<file path="src/rtl/decode_pkg.sv">
// Shared definitions for the decode stage: opcode encodings, control-bit positions
// and the immediate-extension / control-ROM helpers.
package decode_pkg;

   localparam logic [3:0] OPC_NOP  = 4'h0;
   localparam logic [3:0] OPC_ADD  = 4'h1;
   localparam logic [3:0] OPC_SUB  = 4'h2;
   localparam logic [3:0] OPC_AND  = 4'h3;
   localparam logic [3:0] OPC_OR   = 4'h4;
   localparam logic [3:0] OPC_XOR  = 4'h5;
   localparam logic [3:0] OPC_ADDI = 4'h6;
   localparam logic [3:0] OPC_LDI  = 4'h7;
   localparam logic [3:0] OPC_LD   = 4'h8;
   localparam logic [3:0] OPC_ST   = 4'h9;
   localparam logic [3:0] OPC_BEQ  = 4'hA;
   localparam logic [3:0] OPC_JMP  = 4'hB;
   localparam logic [3:0] OPC_HALT = 4'hF;

   localparam int CTRL_W         = 6;
   localparam int CTRL_REG_WRITE = 5;
   localparam int CTRL_USES_RS1  = 4;
   localparam int CTRL_USES_RS2  = 3;
   localparam int CTRL_IS_IMM    = 2;
   localparam int CTRL_IS_BRANCH = 1;
   localparam int CTRL_ILLEGAL   = 0;

   function automatic logic [63:0] ext_imm(input logic [63:0] imm, input int imm_w,
                                           input logic sext);
      logic [63:0] mask;
      logic        sign;
      mask = ~(~64'd0 << imm_w);
      sign = sext & (|((imm >> (imm_w - 1)) & 64'd1));
      return sign ? (imm | ~mask) : (imm & mask);
   endfunction

   // Bit order {reg_write, uses_rs1, uses_rs2, is_imm, is_branch, illegal}.
   function automatic logic [CTRL_W-1:0] ctrl_rom(input logic [3:0] opc);
      case (opc)
         OPC_NOP, OPC_HALT:                        return 6'b000000;
         OPC_ADD, OPC_SUB, OPC_AND, OPC_OR, OPC_XOR: return 6'b111000;
         OPC_ADDI, OPC_LD:                         return 6'b110100;
         OPC_LDI:                                  return 6'b100100;
         OPC_ST:                                   return 6'b011100;
         OPC_BEQ:                                  return 6'b011110;
         OPC_JMP:                                  return 6'b000110;
         default:                                  return 6'b000001;
      endcase
   endfunction

endpackage

</file>
<file path="src/rtl/decode_scoreboard.sv">
// Register busy tracker: set when a writing bundle issues, cleared by writeback,
// and answers "blocked" queries including the bundle still sitting in the output register.
module decode_scoreboard
   import decode_pkg::*;
#(
   parameter int REG_W = 2
) (
   input  logic             clk,
   input  logic             rst_n,
   input  logic             set_en,
   input  logic [REG_W-1:0] set_rd,
   input  logic             clr_en,
   input  logic [REG_W-1:0] clr_rd,
   input  logic             pend_en,
   input  logic [REG_W-1:0] pend_rd,
   input  logic [REG_W-1:0] q_rs1,
   input  logic [REG_W-1:0] q_rs2,
   input  logic [REG_W-1:0] q_rd,
   output logic             blk_rs1,
   output logic             blk_rs2,
   output logic             blk_rd
);

   localparam int NREG = 2 ** REG_W;

   logic [NREG-1:0] busy_d, busy_q;
   logic [NREG-1:0] set_mask_s, clr_mask_s, pend_mask_s, blocked_s;

   // Decode set/clear/pending masks; set is applied after clear so it wins.
   always_comb begin
      set_mask_s  = {NREG{1'b0}};
      clr_mask_s  = {NREG{1'b0}};
      pend_mask_s = {NREG{1'b0}};
      if (set_en) set_mask_s[set_rd] = 1'b1;
      else        set_mask_s = {NREG{1'b0}};
      if (clr_en) clr_mask_s[clr_rd] = 1'b1;
      else        clr_mask_s = {NREG{1'b0}};
      if (pend_en) pend_mask_s[pend_rd] = 1'b1;
      else         pend_mask_s = {NREG{1'b0}};
      busy_d    = (busy_q & ~clr_mask_s) | set_mask_s;
      // Same-cycle writeback bypasses the busy bit.
      blocked_s = (busy_q & ~clr_mask_s) | pend_mask_s;
   end

   assign blk_rs1 = blocked_s[q_rs1];
   assign blk_rs2 = blocked_s[q_rs2];
   assign blk_rd  = blocked_s[q_rd];

   // Busy vector register.
   always_ff @(posedge clk or negedge rst_n) begin
      if (!rst_n) busy_q <= {NREG{1'b0}};
      else        busy_q <= busy_d;
   end

endmodule

</file>
<file path="src/rtl/decode_stage.sv">
// Registered instruction-decode stage: field split, immediate extension, control ROM,
// scoreboard hazard stall and a single valid/ready output register.
module decode_stage
   import decode_pkg::*;
#(
   parameter int INSTR_W  = 16,
   parameter int OPC_W    = 4,
   parameter int REG_W    = 2,
   parameter int IMM_W    = 8,
   parameter int DATA_W   = 16,
   parameter int IMM_SEXT = 0
) (
   input  logic               clk,
   input  logic               rst_n,
   input  logic               in_valid,
   input  logic [INSTR_W-1:0] in_instr,
   output logic               in_ready,
   output logic               out_valid,
   input  logic               out_ready,
   output logic [OPC_W-1:0]   out_opcode,
   output logic [REG_W-1:0]   out_rd,
   output logic [REG_W-1:0]   out_rs1,
   output logic [REG_W-1:0]   out_rs2,
   output logic [DATA_W-1:0]  out_imm,
   output logic [CTRL_W-1:0]  out_ctrl,
   input  logic               wb_valid,
   input  logic [REG_W-1:0]   wb_rd,
   input  logic               flush,
   output logic               halted
);

   if (INSTR_W < OPC_W + 3 * REG_W || IMM_W > INSTR_W - OPC_W - REG_W ||
       DATA_W < IMM_W || DATA_W > 64 || OPC_W < 4) begin : g_bad_params
      $error("decode_stage: illegal parameter combination");
   end

   logic [OPC_W-1:0]  opc_s;
   logic [31:0]       opc_wide_s;
   logic [REG_W-1:0]  rd_s, rs1_s, rs2_s;
   logic [IMM_W-1:0]  imm_raw_s;
   logic [DATA_W-1:0] imm_s;
   logic [CTRL_W-1:0] ctrl_s;
   logic              is_halt_s, hazard_s, in_ready_s, accept_s;
   logic              blk_rs1_s, blk_rs2_s, blk_rd_s, busy_set_s;

   logic               out_valid_d, out_valid_q, halted_d, halted_q;
   logic [OPC_W-1:0]   out_opcode_d, out_opcode_q;
   logic [REG_W-1:0]   out_rd_d, out_rd_q, out_rs1_d, out_rs1_q, out_rs2_d, out_rs2_q;
   logic [DATA_W-1:0]  out_imm_d, out_imm_q;
   logic [CTRL_W-1:0]  out_ctrl_d, out_ctrl_q;

   assign opc_s     = in_instr[INSTR_W-1 -: OPC_W];
   assign rd_s      = in_instr[INSTR_W-OPC_W-1 -: REG_W];
   assign rs1_s     = in_instr[INSTR_W-OPC_W-REG_W-1 -: REG_W];
   assign rs2_s     = in_instr[INSTR_W-OPC_W-2*REG_W-1 -: REG_W];
   assign imm_raw_s = in_instr[IMM_W-1:0];
   assign imm_s     = DATA_W'(ext_imm(64'(imm_raw_s), IMM_W, IMM_SEXT != 0));

   // Control ROM; opcodes beyond 4'hF only exist for wider OPC_W and are illegal.
   always_comb begin
      opc_wide_s = 32'(opc_s);
      if (opc_wide_s > 32'd15) ctrl_s = 6'b000001;
      else                     ctrl_s = ctrl_rom(opc_wide_s[3:0]);
   end
   assign is_halt_s = (opc_wide_s == 32'(OPC_HALT));

   assign hazard_s   = in_valid & ((ctrl_s[CTRL_USES_RS1]  & blk_rs1_s) |
                                   (ctrl_s[CTRL_USES_RS2]  & blk_rs2_s) |
                                   (ctrl_s[CTRL_REG_WRITE] & blk_rd_s));
   assign in_ready_s = ~flush & ~halted_q & ~hazard_s & (~out_valid_q | out_ready);
   assign accept_s   = in_valid & in_ready_s;
   assign busy_set_s = out_valid_q & out_ready & ~flush & out_ctrl_q[CTRL_REG_WRITE];

   decode_scoreboard #(.REG_W(REG_W)) u_sb (
      .clk     (clk),
      .rst_n   (rst_n),
      .set_en  (busy_set_s),
      .set_rd  (out_rd_q),
      .clr_en  (wb_valid),
      .clr_rd  (wb_rd),
      .pend_en (out_valid_q & out_ctrl_q[CTRL_REG_WRITE]),
      .pend_rd (out_rd_q),
      .q_rs1   (rs1_s),
      .q_rs2   (rs2_s),
      .q_rd    (rd_s),
      .blk_rs1 (blk_rs1_s),
      .blk_rs2 (blk_rs2_s),
      .blk_rd  (blk_rd_s)
   );

   // Output register next state: accept loads, flush or drain empties, otherwise hold.
   always_comb begin
      out_valid_d  = out_valid_q;
      out_opcode_d = out_opcode_q;
      out_rd_d     = out_rd_q;
      out_rs1_d    = out_rs1_q;
      out_rs2_d    = out_rs2_q;
      out_imm_d    = out_imm_q;
      out_ctrl_d   = out_ctrl_q;
      halted_d     = halted_q | (accept_s & is_halt_s);
      if (accept_s) begin
         out_valid_d  = 1'b1;
         out_opcode_d = opc_s;
         out_rd_d     = rd_s;
         out_rs1_d    = rs1_s;
         out_rs2_d    = rs2_s;
         out_imm_d    = imm_s;
         out_ctrl_d   = ctrl_s;
      end else if (flush || (out_valid_q && out_ready)) begin
         out_valid_d = 1'b0;
      end else begin
         out_valid_d = out_valid_q;
      end
   end

   // Output and halt registers.
   always_ff @(posedge clk or negedge rst_n) begin
      if (!rst_n) begin
         out_valid_q  <= 1'b0;
         halted_q     <= 1'b0;
         out_opcode_q <= {OPC_W{1'b0}};
         out_rd_q     <= {REG_W{1'b0}};
         out_rs1_q    <= {REG_W{1'b0}};
         out_rs2_q    <= {REG_W{1'b0}};
         out_imm_q    <= {DATA_W{1'b0}};
         out_ctrl_q   <= {CTRL_W{1'b0}};
      end else begin
         out_valid_q  <= out_valid_d;
         halted_q     <= halted_d;
         out_opcode_q <= out_opcode_d;
         out_rd_q     <= out_rd_d;
         out_rs1_q    <= out_rs1_d;
         out_rs2_q    <= out_rs2_d;
         out_imm_q    <= out_imm_d;
         out_ctrl_q   <= out_ctrl_d;
      end
   end

   assign in_ready   = in_ready_s;
   assign out_valid  = out_valid_q;
   assign halted     = halted_q;
   assign out_opcode = out_opcode_q;
   assign out_rd     = out_rd_q;
   assign out_rs1    = out_rs1_q;
   assign out_rs2    = out_rs2_q;
   assign out_imm    = out_imm_q;
   assign out_ctrl   = out_ctrl_q;

endmodule

</file>
<file path="config.mk">
export PLATFORM = sky130hd
export DESIGN_NAME = decode_stage
export DESIGN_NICKNAME = d
export VERILOG_FILES = /design/src/rtl/decode_pkg.sv /design/src/rtl/decode_scoreboard.sv /design/src/rtl/decode_stage.sv
export SDC_FILE = /design/constraint.sdc
export NUM_CORES = 1
export LEC_CHECK = 0
export CORE_MARGIN = 3
export CORE_UTILIZATION = 44
export DETAILED_ROUTE_END_ITERATION = 8
export HOLD_SLACK_MARGIN = 0.12
export PLACE_DENSITY = 0.8
export SYNTH_ARGS = -nofsm -noshare
export SYNTH_HDL_FRONTEND = slang
export SYNTH_HIERARCHICAL = 1
export SYNTH_SLANG_ARGS = --single-unit
export TNS_END_PERCENT = 50
</file>
<file path="constraint.sdc">
create_clock -name clk -period 3.7 [get_ports clk]
set_input_delay 0.74 -clock clk [delete_from_list [all_inputs] [get_ports clk]]
set_output_delay 0.74 -clock clk [all_outputs]
set_load 0.01 [all_outputs]
</file>
---- Yosys cells after proc, flatten, opt, wreduce, memory -nomap -nowiden ----
Memories as Yosys holds them, arrays and structs flattened.
Cells that the tools add are included.
storage, ports and cells
  register bits ........................... 30
  memory bits (read-only) ................. 96
  output and inout bits ................... 35
  word-level logic and storage cells ...... 63
  memories ................................ 1
memory list
  memory           words  bits a word  rd ports  clocked after Yosys merged registers in  write ports  RTL line          source
  (no name shown)  16     6            1         0                                        0            decode_pkg.sv:38  case (opc)
cells by class
  magnitude comparators ................... 7
  equal/unequal tests ..................... 1
  muxes and demuxes ....................... 15
  bitwise operators ....................... 25
  reductions and logical operators ........ 5
operators with widths
  operator                                                                       count
  2-bit by 3-bit less-than comparator with 1-bit output (second input constant)  5
  1-bit AND                                                                      13
  4-bit two-way mux                                                              3
  4-bit bitwise OR                                                               2
  1-bit two-way mux                                                              7
  1-bit binary-select mux with 2-bit select                                      3
  4-bit AND                                                                      1
  1-bit demux with 2-bit select                                                  2
  4-bit == test (second input constant)                                          1
  2-bit by 1-bit >= comparator with 1-bit output (second input constant)         2
  1-bit NOT                                                                      4
  4-bit NOT                                                                      1
  1-bit bitwise OR                                                               4
  1-bit logical AND                                                              3
  2-bit nonzero test                                                             1
  1-bit logical OR                                                               1

---- Logic depth before layout (Yosys ltp) ----
Gate-level depths: netlist (run 1).
  depth in word-level cells ............... 20
  depth in mapped cells ................... 8

---- By module ----
Netlist (run 1), hierarchy kept.
by module, submodules not included
  module             instances  cells an instance  area an instance (sq um)  seq. area each (sq um)
  decode_stage       1          100                1342.5                    600.6
  decode_scoreboard  1          23                 291.5                     100.1

---- Worst setup path before layout (run 1) ----
Ideal clock, no wire load.
  path kind ............................... input -> output
  start point ............................. in wb_rd[1]
  end point ............................... out in_ready
  arrival ................................. 2.504 ns
  data required time ...................... 2.960 ns
  slack ................................... 0.456 ns
  cell stages on the path ................. 7
  path through ............................ or3b_1 a32o_1 mux4_2 a22oi_1 nor2_1 a211oi_1 o211a_1
between the ends
  elaborated cells between the ends (all ways) .. 24
  classes of those cells .................. 2 x order compare; 9 x mux; 12 x bitwise; 1 x reduce/logical
RTL lines
  element                                                                                                                                        RTL line                 source
  from (decl)                                                                                                                                    decode_stage.sv:27       input logic [REG_W-1:0] wb_rd,
  2-bit by 3-bit less-than comparator with 1-bit output (implied by the code) or 2-bit by 1-bit >= comparator with 1-bit output (tied branches)  decode_scoreboard.sv:36  if (clr_en) clr_mask_s[clr_rd] = 1'b1;
  1-bit logical AND (implied by the code)                                                                                                        decode_scoreboard.sv:36
  1-bit two-way mux (implied by the code)                                                                                                        decode_scoreboard.sv:36
  1-bit demux with 2-bit select (*)                                                                                                              n/a
  4-bit two-way mux (*)                                                                                                                          decode_scoreboard.sv:36
  4-bit NOT (*)                                                                                                                                  decode_scoreboard.sv:42  blocked_s = (busy_q & ~clr_mask_s) | pend_mask_s;
  4-bit AND (*)                                                                                                                                  decode_scoreboard.sv:42
  4-bit bitwise OR (*)                                                                                                                           decode_scoreboard.sv:42
  1-bit binary-select mux with 2-bit select (*)                                                                                                  decode_scoreboard.sv:47  assign blk_rd = blocked_s[q_rd];
  1-bit two-way mux (implied by the code) (*)                                                                                                    decode_scoreboard.sv:47
  named net blk_rd_s                                                                                                                             decode_stage.sv:44       logic blk_rs1_s, blk_rs2_s, blk_rd_s, busy_set_s;
  1-bit AND (*)                                                                                                                                  decode_stage.sv:69       (ctrl_s[CTRL_REG_WRITE] & blk_rd_s));
  1-bit bitwise OR (*)                                                                                                                           decode_stage.sv:68       (ctrl_s[CTRL_USES_RS2] & blk_rs2_s) |
  1-bit AND (*)                                                                                                                                  decode_stage.sv:67       assign hazard_s = in_valid & ((ctrl_s[CTRL_USES_RS1] & blk_rs1_s) |
  1-bit NOT (*)                                                                                                                                  decode_stage.sv:70       assign in_ready_s = ~flush & ~halted_q & ~hazard_s & (~out_valid_q | out_ready);
  1-bit AND (*) (2 in series)                                                                                                                    decode_stage.sv:70
  to (decl)                                                                                                                                      decode_stage.sv:17       output logic in_ready,
The timed path passes the listed nets; every way through them passes the cells marked *. The select of a mux whose other input is x is not followed.

---- Worst setup path in the final report (run 1) ----
  start point ............................. in wb_rd[0]
  end point ............................... out in_ready
between the ends
  cells in the longest elaborated chain, start to end .. 17
  elaborated cells between the ends (all ways) .. 24
  classes of those cells .................. 2 x order compare; 9 x mux; 12 x bitwise; 1 x reduce/logical
RTL lines
  element                                                                                                                                        RTL line                 source
  2-bit by 3-bit less-than comparator with 1-bit output (implied by the code) or 2-bit by 1-bit >= comparator with 1-bit output (tied branches)  decode_scoreboard.sv:36
  1-bit logical AND (implied by the code)                                                                                                        decode_scoreboard.sv:36
  1-bit two-way mux (implied by the code)                                                                                                        decode_scoreboard.sv:36
  1-bit demux with 2-bit select (*)                                                                                                              n/a
  4-bit two-way mux (*)                                                                                                                          decode_scoreboard.sv:36
  4-bit NOT (*)                                                                                                                                  decode_scoreboard.sv:42
  4-bit AND (*)                                                                                                                                  decode_scoreboard.sv:42
  4-bit bitwise OR (*)                                                                                                                           decode_scoreboard.sv:42
  1-bit binary-select mux with 2-bit select (*)                                                                                                  decode_scoreboard.sv:46  assign blk_rs2 = blocked_s[q_rs2];
  1-bit two-way mux (implied by the code) (*)                                                                                                    decode_scoreboard.sv:46
  named net blk_rs2_s                                                                                                                            decode_stage.sv:44
  1-bit AND (*)                                                                                                                                  decode_stage.sv:68
  1-bit bitwise OR (*)                                                                                                                           decode_stage.sv:67
  1-bit bitwise OR (*)                                                                                                                           decode_stage.sv:68
  1-bit AND (*)                                                                                                                                  decode_stage.sv:67
  1-bit NOT (*)                                                                                                                                  decode_stage.sv:70
  1-bit AND (*) (2 in series)                                                                                                                    decode_stage.sv:70
Marks and branches as above.

==> flow_summary_export.csv, run 1 <==
group,metric,value,unit
outcome,outcome,"finished, final reports clean",
floorplan,die-area,0.00448,mm2
flow_run,drv_cap,0,
power,p_int,1010,uW
floorplan,die_y,66.9,um
worst_hold_path,hold_path_depth,1,
power,clkPwrFrac,0.166,
route,drt_pass1_iterations,4,
synth,synth_top_area_cell,"dfrtp_1",
power,p_sw,444,uW
sta,fin_crit_sh,0.981,
worst_setup_path,r2r_start,"out_ctrl[5]$_DFFE_PN0P_",
placed_design,io_buffers,50,
power,power,1460,uW
worst_setup_path,critPathLaunchType,"input pin",
cts,ctsLongestPathBuffers,2,
floorplan,rows,21,
route,vias_per_cell,5.21,
route,remaining_drc_errors,0,
worst_hold_path,hp-start,"halted$_DFF_PN0_",
synth,ys_types,37,
route,ant_nets,0,
layout,final_core_util,0.659,
worst_setup_path,r2r_setup_slack,810,ps
synth,netlist_area,0.00163,mm2
synth,yosysSeqAreaShare,0.429,
floorplan,core,0.00347,mm2
power,powerDensity,638,mW/mm2
layout,fillers,285,
floorplan,ios,59,
cts,cts_tree,"yes",
placed_design,pre_cts_ws,-673,ps
global_route,grt_pass1_wl,6.11,mm
placed_design,dpl.hpwl,2.90,mm
synth,yosys_warnings,6,
power,swShare,0.305,
synth,ys_seq_elements,28,
synth,syn_inst,123,
cts,cts_made_buffers,3,
worst_hold_path,worstHoldPathType,"register to register",
worst_setup_path,r2r-end,"out_opcode[1]$_DFFE_PN0P_",
global_route,grt_start_max_net_pins,29,
placed_design,gp_congestion,0.804,
route,routedWlPerCell,17.0,um
sta,slew_viol_final,0,
cts,cts.clk_slew.worst_paths,100,ps
global_route,antenna_found_initial,0,
power,p_seq_frac,0.356,
synth,synth_area_per_cell,13.3,um2
power,p_comb_frac,0.478,
layout,area_growth,39.8,%
worst_hold_path,holdPathEnd,"halted$_DFF_PN0_",
sta,final.min_clock_period,3630,ps
cts,postCtsHoldBufs,0,
cts,cts-root-buf,"clkbuf_8",
layout,drive_above_1_share,0.290,
worst_setup_path,critPathMaxFanout,3,
floorplan,initial_core_util,0.471,
global_route,first_global_vias,1256,
route,vias,1192,
global_route,gr-usage-all-layers,0.185,
synth,synth.top_cell.area_share,0.429,
sta,finalSetupViolations,0,
sta,rsz0062_at_grt,"no",
route,first_iter_violations,73,
sta,setup_ws,70.4,ps
sta,max_freq,276,MHz
worst_setup_path,arrival,2890,ps
worst_setup_path,end_kind,"output pin",
cts,htreeDepth,1,
layout,nNetsFinal,212,
cts,cts_sinks,28,
sta,hold_viol_final,0,
floorplan,die_x,66.9,um
global_route,grt_overflow,0,
worst_setup_path,critical_path_class,"input pin to output pin",
worst_setup_path,worstPathRequired,2960,ps
route,wirelength,3.90,mm
power,irDropWorstVdd,0.000368,V
synth,synth.area.top_cells,"dfrtp_1 (43%), mux2_4 (17%), a32o_1 (4.9%), buf_4 (4.6%), mux4_2 (4.1%)",
power,p_leak,0.00102,uW
sta,clock-skew-final,9.43,ps
layout,n_antenna_cell,0,
worst_setup_path,reg2regPathDepth,9,
cts,worstSkewPairLatency,280,ps
layout by cell type (no fill, tap or decap), types with 2 or more instances in the layout:
master | synthesis | final
buf_4 | 10 | 12
a32o_1 | 8 | 7
clkbuf_8 | 0 | 3
dfrtp_1 | 28 | 28
a211oi_4 | 2 | 2
nor2_1 | 3 | 3
conb_1 | 1 | 8
mux2_2 | 3 | 3
clkdlybuf4s50_1 | 0 | 46
nand2_1 | 3 | 3
inv_1 | 9 | 9
ha_1 | 4 | 4
mux4_2 | 3 | 3
nand2b_1 | 3 | 3
mux2_4 | 18 | 18
buf_2 | 1 | 2
nand3b_1 | 2 | 2
how the worst max path moves through the flow:
stage / from / to / slack [ps] / cells after the start
final: wb_rd[0] / in_ready / 70 / 9
after global routing: wb_rd[0] / in_ready / 10 / 9
after CTS: wb_rd[1] / in_ready / 5 / 9
after detailed placement: wb_valid / in_ready / -670 / 9
after global placement: wb_valid / in_ready / -580 / 9
after floorplan: wb_rd[1] / in_ready / 460 / 7
logic make-up after synthesis:
kind of cell | Yosys count | share of synthesized area
xor gates and xnor gates | 1 | 0.00536
muxes | 25 | 0.234
DFF | 28 | 0.429
other | 1 | 0.00229
buffers and inverters | 23 | 0.0903
adders and majority gates | 4 | 0.0306
AOI/OAI and AO/OA | 22 | 0.141
and+or+nand+nor | 19 | 0.0681
worst max-delay path: stages:
cell and delay (ps):
clkdlybuf4s15_1 190, or3b_4 410, a32o_2 270, mux4_2 500, a21bo_1 240, a211oi_4 70, a211oi_2 180, o211a_1 160
buf_2 120
metrics by stage:
stage	TNS, ps	cell area, um2	cells	hold slack, ps
CTS	0	2300	229	521
finish	0	2280	229	513
global placement	-1650	2210	224	476
global route	0	2280	229	539
floorplan	0	1660	130	444
detailed placement	-2920	2210	224	494
cell type report:
type	instances	area (um2)	area share
well taps	46	57.6	0.0252
clock buffers	3	41.3	0.0181
multi-input cells	79	826	0.361
inverters	9	33.8	0.0148
repair buffers	63	596	0.261
flip-flops and latches	28	701	0.307
clock inverters	1	30.0	0.0131
metal layers:
metal,track usage,up-vias,part of all wire
li1,-,547,-
met1,0.223,597,0.41
met2,0.323,42,0.52
met3,0.0354,6,0.054
met4,0.0709,0,0.013
met5,0,-,0
registers in the layout, summed over array words and instances, names as in the netlist:
| signal | flops |
|---|---|
| out_rs2 | 2 |
| out_rd | 2 |
| out_valid | 1 |
| out_ctrl | 6 |
| out_opcode | 4 |
| u_sb/busy_q | 4 |
| halted | 1 |
| out_imm | 6 |
| out_rs1 | 2 |
power by group through the flow:
stage               clock network (uW)  registers, uW  logic, uW
global placement                     0            512        676
detailed placement                   0            523        693
floorplan                            0            562        304
global route                       258            535        741
CTS                                247            520        703
finish                             242            519        696
what timing repair did:
item                       in CTS  in global routing
buffers inserted                1                  0
gates resized for setup        15                  2
setup endpoints to repair       1                  1
pin swaps                       5                  2
cell usage after synthesis (all sizes together):
cell type,number
and2,1
and3,1
ha,4
nor3,1
o211a,1
conb,1
a41o,1
mux2i,1
xnor2,1
dfrtp,28
or3b,1
a21o,1
a21bo,1
and3b,1
a22oi,1
mux4,3
o22ai,1
o2111ai,1
nand3b,2
inv,9
buf,14
nand3,1
a211oi,4
nand2b,3
nor2b,2
a32o,8
o32a,1
nor2,3
nand2,3
mux2,21
o21bai,1
o21ai,1
Power figures use the tool's default switching activity.
==> inputs of run 2 (changes only) <==
--- a/config.mk
+++ b/config.mk
@@ -6,10 +6,12 @@
 export NUM_CORES = 1
 export LEC_CHECK = 0
 export CORE_MARGIN = 3
-export CORE_UTILIZATION = 44
+export CORE_UTILIZATION = 60
 export DETAILED_ROUTE_END_ITERATION = 8
+export DONT_BUFFER_PORTS = 1
 export HOLD_SLACK_MARGIN = 0.12
-export PLACE_DENSITY = 0.8
+export PLACE_DENSITY = 0.77
+export SLEW_MARGIN = 20
 export SYNTH_ARGS = -nofsm -noshare
 export SYNTH_HDL_FRONTEND = slang
 export SYNTH_HIERARCHICAL = 1
==> run 2 against run 1 <==
Highest routed layer unchanged. Flip-flop and latch count unchanged. Combinational power decreased by 55%. Fmax increased by 6.4%. Largest cell class unchanged. First-iteration DRC count decreased by 33%. Clock power decreased by 51%. Largest power group is now registers. Via count decreased by 20%.
==> flow_summary_export.csv, run 2 (synthesized netlist as in run 1, its figures left out) <==
group,metric,value,unit
layout,final_cell_mix,"dfrtp_1 (28), mux2_4 (18), inv_1 (9), conb_1 (8), a32o_1 (8)",
worst_setup_path,critPathLaunchType,"input pin",
floorplan,die_x,58.2,um
layout,final_common_cell,"dfrtp_1",
global_route,gr-usage-all-layers,0.199,
floorplan,rows,18,
power,irDropWorstVdd,0.000362,V
cts,postCtsHoldBufs,1,
layout,drive_above_1_share,0.287,
power,powerDensity,621,mW/mm2
sta,fin_crit_sh,0.922,
sta,finalSetupViolations,0,
global_route,grt_start_max_net_pins,29,
cts,htreeDepth,1,
placed_design,gp_congestion,0.767,
route,vias,956,
floorplan,die-area,0.00339,mm2
cts,worstSkewPairLatency,310,ps
worst_setup_path,max_stage_delay,480,ps
flow_run,drv_cap,0,
layout,n_antenna_cell,0,
route,wirelength,2.95,mm
placed_design,dpl.hpwl,2.26,mm
cts,post_cts_buffers,0,
worst_setup_path,reg2regPathDepth,8,
route,drt_pass1_iterations,4,
cts,ctsLongestPathBuffers,2,
floorplan,core,0.00252,mm2
cts,cts-root-buf,"clkbuf_4",
worst_setup_path,worstPathRequired,2960,ps
cts,ctsResizeCount,0,
route,ant_nets,0,
cts,cts_made_buffers,3,
route,remaining_drc_errors,0,
placed_design,io_buffers,0,
route,vias_per_cell,6.29,
worst_setup_path,r2r_start,"out_ctrl[5]$_DFFE_PN0P_",
layout,final_core_util,0.656,
sta,slew_viol_final,0,
cts,cts.clk_slew.worst_paths,140,ps
layout,fillers,188,
worst_setup_path,crit_slowest_cell,"mux4_2",
global_route,grt_overflow,0,
sta,hold_slack,215,ps
worst_setup_path,r2r_setup_slack,760,ps
sta,rsz0062_at_grt,"no",
power,p_leak,0.000752,uW
cts,cts_sinks,28,
global_route,first_global_vias,1084,
sta,max_freq,293,MHz
outcome,outcome,"finished, final reports clean",
cts,cts_tree,"yes",
worst_hold_path,worstHoldPathType,"input pin to async pin",
layout,area_growth,1.23,%
floorplan,die_y,58.2,um
sta,hold_viol_final,0,
worst_setup_path,critPathMaxFanout,4,
layout,nNetsFinal,152,
global_route,grt_pass1_wl,5.10,mm
worst_setup_path,startpoint,"wb_rd[1]",
floorplan,ios,59,
sta,final.min_clock_period,3410,ps
global_route,antenna_found_initial,0,
worst_setup_path,arrival,2670,ps
worst_setup_path,crit_path_cell_trace,"or3b_1 > a32o_1 > mux4_2 > a22oi_1 > nor2_1 > a211oi_1 > o211a_1",
sta,finalSetupTns,0,ps
worst_setup_path,critical_path_class,"input pin to output pin",
worst_setup_path,end_kind,"output pin",
route,first_iter_violations,49,
worst_setup_path,critPathCapture,"in_ready",
worst_setup_path,r2r-end,"out_imm[0]$_DFFE_PN0P_",
sta,clock-skew-final,8.06,ps
route,routedWlPerCell,19.4,um
floorplan,initial_core_util,0.648,
run 2: changes by cell type in the layout (fill, tap and decap cells not counted), moves of 2 or more:
cell             before  now
clkbuf_4              0    3
buf_2                 2    0
clkdlybuf4s50_1      46    0
buf_4                12    1
clkbuf_8              3    0
run 2: critical path, delay by kind of cell:
kind | cells | cell delay [ps]
AOI/OAI and AO/OA | 4 | 980
muxes | 1 | 480
and+or+nand+nor | 2 | 470
run 2: routing by layer:
metal | global-route usage | vias up | wire length (um)
met4 | 0.0762 | 0 | 19
met2 | 0.323 | 46 | 1440
met3 | 0.0512 | 2 | 277
met1 | 0.256 | 478 | 1220
li1 | - | 430 | -
met5 | 0 | - | 0
run 2: power breakdown:
part	internal, uW	switching [uW]	total, uW
combinational	202	114	316
clock	38.0	80.0	118
sequential	426	166	592
run 2: final cells by class:
| class | count | area [um2] | area share |
|---|---|---|---|
| repair buffers | 3 | 47.5 | 0.0287 |
| clock buffers | 3 | 22.5 | 0.0136 |
| well taps | 30 | 37.5 | 0.0227 |
| inverters | 9 | 33.8 | 0.0204 |
| flip-flops and latches | 28 | 701 | 0.424 |
| multi-input cells | 79 | 812 | 0.491 |
run 2: through the flow:
step	std cells	cell area (um2)	total power [uW]	setup slack (ps)
CTS	152	1650	1040	281
finish	152	1650	1030	288
floorplan	130	1660	867	456
global placement	148	1610	895	362
detailed placement	148	1610	909	294
global route	152	1650	1100	183
run 2: how the worst min path moves through the flow:
stage | start | slack (ps) | to
CTS | rst_n | 210 | u_sb/busy_q[1]$_DFF_PN0_
floorplan | rst_n | 440 | halted$_DFF_PN0_
detailed placement | rst_n | 450 | u_sb/busy_q[1]$_DFF_PN0_
global route | rst_n | 190 | u_sb/busy_q[0]$_DFF_PN0_
global placement | rst_n | 450 | u_sb/busy_q[1]$_DFF_PN0_
finish | rst_n | 210 | u_sb/busy_q[0]$_DFF_PN0_
==> inputs of run 3 (changes only) <==
--- a/config.mk
+++ b/config.mk
@@ -9,6 +9,7 @@
 export CORE_UTILIZATION = 60
 export DETAILED_ROUTE_END_ITERATION = 8
 export DONT_BUFFER_PORTS = 1
+export GPL_TIMING_DRIVEN = 0
 export HOLD_SLACK_MARGIN = 0.12
 export PLACE_DENSITY = 0.77
 export SLEW_MARGIN = 20
==> run 3 against run 2 <==
Via count rose by 2.2%. Largest power group unchanged. Combinational power rose by 10%. Final area rose by 6.1%. Die area did not move. First-iteration DRC count fell by 45%.
==> flow_summary_export.csv, run 3 (synthesized netlist as in run 1, its figures left out) <==
group,metric,value,unit
layout,regArea,701,um2
cts,cts.clk_slew.worst_paths,140,ps
sta,rsz0062_at_grt,"no",
worst_setup_path,critical_path_class,"input pin to output pin",
placed_design,dpl.hpwl,2.32,mm
cts,worstSkewPairLatency,340,ps
sta,max_freq,290,MHz
global_route,first_global_vias,1022,
worst_setup_path,r2r_start,"out_ctrl[5]$_DFFE_PN0P_",
flow_run,drv_cap,0,
sta,finalSetupTns,0,ps
global_route,gr-usage-all-layers,0.201,
worst_setup_path,crit_path_cell_trace,"or3b_1 > a32o_1 > mux4_2 > a22oi_1 > nor2_1 > a211oi_1 > o211a_1",
cts,cts_tree,"yes",
outcome,outcome,"finished, final reports clean",
layout,n_antenna_cell,0,
worst_setup_path,end_kind,"output pin",
global_route,grt_pass1_wl,5.10,mm
floorplan,initial_core_util,0.648,
sta,clock-skew-final,3.65,ps
worst_setup_path,cp.depth,7,
worst_hold_path,worstHoldPathType,"input pin to async pin",
cts,ctsResizeCount,0,
global_route,grt_start_max_net_pins,29,
power,p_leak,0.000820,uW
worst_setup_path,critPathCapture,"in_ready",
route,routedWlPerCell,18.6,um
worst_setup_path,startpoint,"wb_rd[1]",
power,irDropWorstVdd,0.000443,V
worst_setup_path,critPathLaunchType,"input pin",
sta,finalSetupViolations,0,
layout,multi_input_area,812,um2
placed_design,gp_congestion,0.806,
floorplan,rows,18,
route,vias,977,
placed_design,io_buffers,0,
route,remaining_drc_errors,0,
cts,cts_made_buffers,3,
global_route,antenna_found_initial,0,
route,vias_per_cell,5.92,
floorplan,die_x,58.2,um
sta,fin_crit_sh,0.933,
layout,fillers,194,
cts,htreeDepth,1,
layout,stdcell_area,0.00175,mm2
worst_setup_path,arrival,2710,ps
worst_setup_path,crit_family,"compound AO/OA/AOI/OAI gates",
worst_setup_path,worstPathRequired,2960,ps
layout,final_core_util,0.695,
cts,cts_sinks,28,
sta,slew_viol_final,0,
layout,final_common_cell,"dfrtp_1",
floorplan,ios,59,
sta,final.min_clock_period,3450,ps
route,ant_nets,0,
route,first_iter_violations,27,
layout,nNetsFinal,164,
sta,hold_viol_final,0,
cts,postCtsHoldBufs,1,
worst_setup_path,r2r-end,"out_rs2[0]$_DFFE_PN0P_",
layout,final_cell_mix,"dfrtp_1 (28), mux2_4 (18), buf_4 (10), inv_1 (9)",
layout,drive_above_1_share,0.356,
power,powerDensity,622,mW/mm2
route,wirelength,3.07,mm
worst_setup_path,reg2regPathDepth,8,
route,drt_pass1_iterations,4,
worst_setup_path,critPathMaxFanout,4,
worst_setup_path,r2r_setup_slack,700,ps
worst_setup_path,critPathBufInv,0,
cts,post_cts_buffers,0,
worst_setup_path,crit_slowest_cell,"mux4_2",
global_route,grt_overflow,0,
worst_setup_path,max_stage_delay,490,ps
placed_design,postPlaceCellArea,0.00170,mm2
floorplan,core,0.00252,mm2
cts,ctsLongestPathBuffers,2,
floorplan,die-area,0.00339,mm2
layout,area_growth,7.35,%
cts,cts-root-buf,"clkbuf_4",
floorplan,die_y,58.2,um
-- run 3: cell count changes in the layout (fill, tap and decap cells not counted) --
cell | previous run | this run
buf_6 | 0 | 3
buf_12 | 2 | 1
clkbuf_8 | 0 | 1
buf_2 | 0 | 1
buf_4 | 1 | 10
-- run 3: per-layer routing --
metal	vias to the layer above	routed length [um]	GRT usage
met5	-	0	0
met4	0	62	0.0993
met3	5	258	0.0535
met2	41	1460	0.319
met1	476	1280	0.254
li1	455	-	-
-- run 3: where the power goes --
group	internal (uW)	total [uW]	leakage (uW)	switching, uW
registers	425	591	0.000341	165
clock network	60.4	151	0.0000210	90.3
logic	219	349	0.000459	130
total	705	1090	0.000820	385
-- run 3: cell type report --
cell class | count | area share
repair buffers | 1 | 0.0114
inverters | 9 | 0.0193
flip-flops and latches | 28 | 0.399
well taps | 30 | 0.0214
clock buffers | 4 | 0.0207
multi-input cells | 79 | 0.463
plain buffers | 14 | 0.0649
-- run 3: through the flow --
stage                     hold slack [ps]  setup WS, ps  total power (uW)  std cells
after floorplan                       444           456               867        130
after global placement                445           291               921        160
after detailed placement              445           259               938        160
after CTS                             185           248              1100        165
after global routing                  168          89.3              1160        165
final                                 192           247              1090        165
-- run 3: how the worst min path moves through the flow --
stage               start  slack [ps]  cells past startpoint               endpoint
floorplan           rst_n         440                      0       halted$_DFF_PN0_
global placement    rst_n         450                      0  out_valid$_DFFE_PN0P_
detailed placement  rst_n         450                      0  out_valid$_DFFE_PN0P_
CTS                 rst_n         190                      1  out_valid$_DFFE_PN0P_
global route        rst_n         170                      1  out_valid$_DFFE_PN0P_
finish              rst_n         190                      1       halted$_DFF_PN0_
-- run 3: worst reg2reg max path: stages (launching register included) --
cell       delay (ps)
dfrtp_1           470
and2_1            240
a32o_1            310
mux4_2            510
a22oi_1           300
o2111ai_2         200
a211oi_4          330
buf_6             230
mux2_4            320
